File: src/rtl/inst_issue_buffer.sv
`default_nettype none
// ============================================================================
// Module      : inst_issue_buffer
// Description : FIFO that decouples {PC, instruction} pairs from the controller
//               and re-issues them downstream over valid/ready. Stalls when full.
//               Optional performance counters: INST_ISSUE_BUF_PERF_CNT_EN.
// Revision    : 1.0 - initial release
// ============================================================================
module inst_issue_buffer #(
    parameter int InstWidth = 32,
    parameter int PcWidth   = 7,
    parameter int Depth     = 2,
    parameter int CntWidth  = 32
) (
    input  logic                         clk_i,
    input  logic                         rst_i,
    input  logic                         clr_i,
    input  logic                         inst_valid_i,
    input  logic [PcWidth-1:0]           inst_pc_i,
    input  logic [InstWidth-1:0]         inst_i,
    output logic                         stall_o,
    output logic                         out_valid_o,
    input  logic                         out_ready_i,
    output logic [PcWidth-1:0]           out_pc_o,
    output logic [InstWidth-1:0]         out_inst_o,
    output logic [$clog2(Depth+1)-1:0]   count_o,
    output logic [CntWidth-1:0]          stall_cnt_o,
    output logic [CntWidth-1:0]          issue_cnt_o
);

    localparam int PtrWidth   = $clog2(Depth);
    localparam int CountWidth = $clog2(Depth+1);
    localparam int EntryWidth = PcWidth + InstWidth;
    localparam logic [CountWidth-1:0] FullCount = CountWidth'(Depth);

    logic [EntryWidth-1:0] mem_q [Depth];
    logic [EntryWidth-1:0] mem_d [Depth];
    logic [PtrWidth-1:0]   wr_ptr_q, wr_ptr_d;
    logic [PtrWidth-1:0]   rd_ptr_q, rd_ptr_d;
    logic [CountWidth-1:0] count_q, count_d;
    logic                  full, empty, push, pop;

    // Flags come from registered count only, keeping stall_o free of input paths.
    assign full  = (count_q == FullCount);
    assign empty = (count_q == '0);
    assign push  = inst_valid_i && !full;
    assign pop   = !empty && out_ready_i;

    always_comb begin
        mem_d    = mem_q;
        wr_ptr_d = wr_ptr_q;
        rd_ptr_d = rd_ptr_q;
        count_d  = count_q;
        if (clr_i) begin
            wr_ptr_d = '0;
            rd_ptr_d = '0;
            count_d  = '0;
        end else begin
            if (push) begin
                mem_d[wr_ptr_q] = {inst_pc_i, inst_i};
                wr_ptr_d        = wr_ptr_q + 1'b1;
            end
            if (pop) begin
                rd_ptr_d = rd_ptr_q + 1'b1;
            end
            case ({push, pop})
                2'b10:   count_d = count_q + 1'b1;
                2'b01:   count_d = count_q - 1'b1;
                default: count_d = count_q;
            endcase
        end
    end

    always_ff @(posedge clk_i or posedge rst_i) begin
        if (rst_i) begin
            for (int i = 0; i < Depth; i++) begin
                mem_q[i] <= '0;
            end
            wr_ptr_q <= '0;
            rd_ptr_q <= '0;
            count_q  <= '0;
        end else begin
            mem_q    <= mem_d;
            wr_ptr_q <= wr_ptr_d;
            rd_ptr_q <= rd_ptr_d;
            count_q  <= count_d;
        end
    end

    assign stall_o                = full;
    assign out_valid_o            = !empty;
    assign {out_pc_o, out_inst_o} = mem_q[rd_ptr_q];
    assign count_o                = count_q;

`ifdef INST_ISSUE_BUF_PERF_CNT_EN
    logic [CntWidth-1:0] stall_cnt_q, stall_cnt_d;
    logic [CntWidth-1:0] issue_cnt_q, issue_cnt_d;

    // Both counters saturate rather than wrap.
    always_comb begin
        stall_cnt_d = stall_cnt_q;
        issue_cnt_d = issue_cnt_q;
        if (clr_i) begin
            stall_cnt_d = '0;
            issue_cnt_d = '0;
        end else begin
            if (inst_valid_i && full && (stall_cnt_q != '1)) begin
                stall_cnt_d = stall_cnt_q + 1'b1;
            end
            if (pop && (issue_cnt_q != '1)) begin
                issue_cnt_d = issue_cnt_q + 1'b1;
            end
        end
    end

    always_ff @(posedge clk_i or posedge rst_i) begin
        if (rst_i) begin
            stall_cnt_q <= '0;
            issue_cnt_q <= '0;
        end else begin
            stall_cnt_q <= stall_cnt_d;
            issue_cnt_q <= issue_cnt_d;
        end
    end

    assign stall_cnt_o = stall_cnt_q;
    assign issue_cnt_o = issue_cnt_q;
`else
    assign stall_cnt_o = '0;
    assign issue_cnt_o = '0;
`endif

endmodule
`default_nettype wire
File: config.mk
export PLATFORM = sky130hd
export DESIGN_NAME = inst_issue_buffer
export DESIGN_NICKNAME = d
export VERILOG_FILES = /design/src/rtl/inst_issue_buffer.sv
export SDC_FILE = /design/constraint.sdc
export NUM_CORES = 1
export LEC_CHECK = 0
export CAP_MARGIN = 20
export CORE_MARGIN = 2
export CORE_UTILIZATION = 40
export CTS_BUF_LIST = sky130_fd_sc_hd__clkbuf_4 sky130_fd_sc_hd__clkbuf_8
export DETAILED_ROUTE_END_ITERATION = 8
export HOLD_SLACK_MARGIN = 0.15
export PLACE_DENSITY = 0.84
export SLEW_MARGIN = 20
export SYNTH_ARGS = -nofsm -noshare
export SYNTH_HDL_FRONTEND = slang
export SYNTH_SLANG_ARGS = --single-unit
File: constraint.sdc
create_clock -name clk_i -period 2.4 [get_ports clk_i]
set_input_delay 0.48 -clock clk_i [delete_from_list [all_inputs] [get_ports clk_i]]
set_output_delay 0.48 -clock clk_i [all_outputs]
set_load 0.01 [all_outputs]
==> impl_metrics.json <==
{
  "run_status": "completed",
  "clockBufferDepth": 2,
  "hold_path_depth": 1,
  "fin_crit_sh_pct": 95.3,
  "ys.warnings.count": 0,
  "skew_ns": 0.00687,
  "stdcell_count": 527,
  "start_util_pct": 41.6,
  "seq_power_share_pct": 45.6,
  "min_path_type": "reg2reg",
  "yosysSeqAreaShare_pct": 50.0,
  "dp_hpwl_um": 5190,
  "grt_pass1_vias": 2454,
  "final_core_util_pct": 52.2,
  "rsz0062_at_grt": "no",
  "wirelength_um": 7520,
  "rr_worst_depth": 4,
  "drt_first_pass_iters": 4,
  "portBuffers": 86,
  "die_area_um2": 11100,
  "io_pins": 151,
  "path_class": "reg2out",
  "peakVddDrop_mv": 0.393,
  "critPathMaxFanout": 7,
  "finalSetupTns_ns": 0,
  "dpl_cell_area_um2": 4940,
  "required_ns": 1.92,
  "critPathCaptureType": "output port",
  "clockRootBuffer": "clkbuf_8",
  "hold_ws_ns": 0.504,
  "power_switching_mw": 1.07,
  "synth_area_per_cell_um2": 13.8,
  "cts_tree": "yes",
  "path_clk_slew_ns": 0.08,
  "drc_errors": 0,
  "drive_gt1_share_pct": 37.6,
  "period_needed_ns": 2.29,
  "intPower_mw": 3.03,
  "grtUsageTotal_pct": 14.0,
  "postCtsHoldBufs": 0,
  "pre_cts_slack_ns": 0.0822,
  "worstSetupStartpointType": "register",
  "die_h_um": 105,
  "num_rows": 36,
  "place_congestion": 0.688,
  "antenna_cells": 0,
  "slew_viol_final": 0,
  "clock_sinks": 82,
  "final_area_um2": 5150,
  "grt_max_degree": 83,
  "drt_iter0_drc": 70,
  "fmax_mhz": 437,
  "detail_route.wl_per_cell_um": 14.3,
  "post_cts_resized": 0,
  "pwr_density_cell_nw_per_um2": 796,
  "fin_ws_ns": 0.112,
  "hold_viol_final": 0,
  "htreeDepth": 3,
  "ys_types": 24,
  "core_area_um2": 9860,
  "synth_seq_cells": 82,
  "worstPathArrival_ns": 1.81,
  "grt_pass1_wl_um": 12200,
  "place_inst": 510,
  "die_w_um": 105,
  "clkPwrFrac_pct": 24.6,
  "fillers": 853,
  "p_sw_share_pct": 26.2,
  "totalPowerFinal_mw": 4.10,
  "vias": 2383,
  "synth_area_um2": 4100,
  "postRouteAntennaNets": 0,
  "post-cts-setup-buffers": 1,
  "finalSetupViolations": 0,
  "p_leak_nw": 2.26,
  "areaGrowthSynthToFinish_pct": 25.6,
  "antenna_found_initial": 0,
  "nets": 433,
  "comb_power_share_pct": 29.8,
  "cts-buffers-inserted": 9,
  "vias_per_cell": 4.52,
  "syn_inst": 297,
  "clk_latency_ns": 0.35,
  "cap_violations": 0,
  "grt-ovfl-total": 0
}
==> layer usage <==
layer | track usage [%] | part of all wire, %
met5 | 0 | 0
met4 | 5.14 | 1.4
met3 | 3.90 | 6.9
met2 | 24.8 | 52
met1 | 15.9 | 40
==> cells in the final DEF, fill, tap and decap left out, drive strengths merged, types with 2 or more instances in the layout <==
cell	instances
o21ai	2
conb	64
a21oi	4
mux2	117
clkinv	2
or2	2
clkinvlp	2
clkdlybuf4s50	86
clkbuf	12
buf	8
dfrtp	82
==> worst max-delay path, stage by stage, from the launching register on <==
cell and delay (ns):
dfrtp_2 0.43, buf_4 0.19, mux2_2 0.34, clkdlybuf4s50_1 0.49
==> flip-flops by register name, indices dropped and copies added (netlist names) <==
register and cells:
mem_q 78, count_o 2, rd_ptr_q 1, wr_ptr_q 1
==> synth_stat cells (all sizes together) <==
master | count | area (µm²)
nor2b | 1 | 8.76
or3 | 1 | 6.26
nor3b | 1 | 7.51
or4b | 1 | 13.8
or2 | 2 | 12.5
and3b | 1 | 8.76
inv | 2 | 7.51
o21ai | 2 | 10.0
o21bai | 1 | 7.51
dfrtp | 82 | 2050
xor2 | 1 | 8.76
nor2 | 1 | 3.75
clkbuf | 1 | 3.75
mux2 | 117 | 1360
o211ai | 1 | 7.51
conb | 1 | 3.75
nor4 | 1 | 6.26
mux2i | 1 | 10.0
buf | 75 | 547
a21oi | 4 | 20.0
==> kinds of logic after synthesis <==
logic type,share of synthesized area (%)
other,0.0915
DFF,50.0
and+or+nand+nor,1.65
AOI/OAI and AO/OA,1.10
buffers and inverters,13.6
xor gates and xnor gates,0.214
muxes,33.3
==> final timing paths <==
path                                   to        from  slack, ns
hold reg to reg                 mem_q[34]   mem_q[34]       0.50
max in group asynchronous        rd_ptr_q       rst_i       1.44
min in group asynchronous       mem_q[71]       rst_i       0.59
setup reg to reg                 mem_q[9]  count_o[1]       0.59
setup / recovery           out_inst_o[23]    rd_ptr_q       0.11
hold / removal                  mem_q[34]   mem_q[34]       0.50
==> power groups by stage <==
| stage | combinational [mW] | clock [mW] | sequential, mW |
|---|---|---|---|
| after floorplan | 0.805 | 0 | 1.84 |
| after CTS | 1.24 | 1.05 | 1.87 |
| after global placement | 1.20 | 0 | 1.88 |
| final | 1.22 | 1.01 | 1.87 |
| after detailed placement | 1.23 | 0 | 1.90 |
| after global routing | 1.31 | 1.10 | 1.91 |
==> area by class of cell <==
cell class	instances	area, µm²	area share [%]
Clock buffer	12	153	2.96
Clock inverter	4	51.3	0.996
Inverter	2	11.3	0.219
Multi-Input combinational cell	200	1730	33.6
Sequential cell	82	2050	39.9
Tap cell	133	166	3.23
Timing Repair Buffer	94	983	19.1
Power figures use the tool's default switching activity.
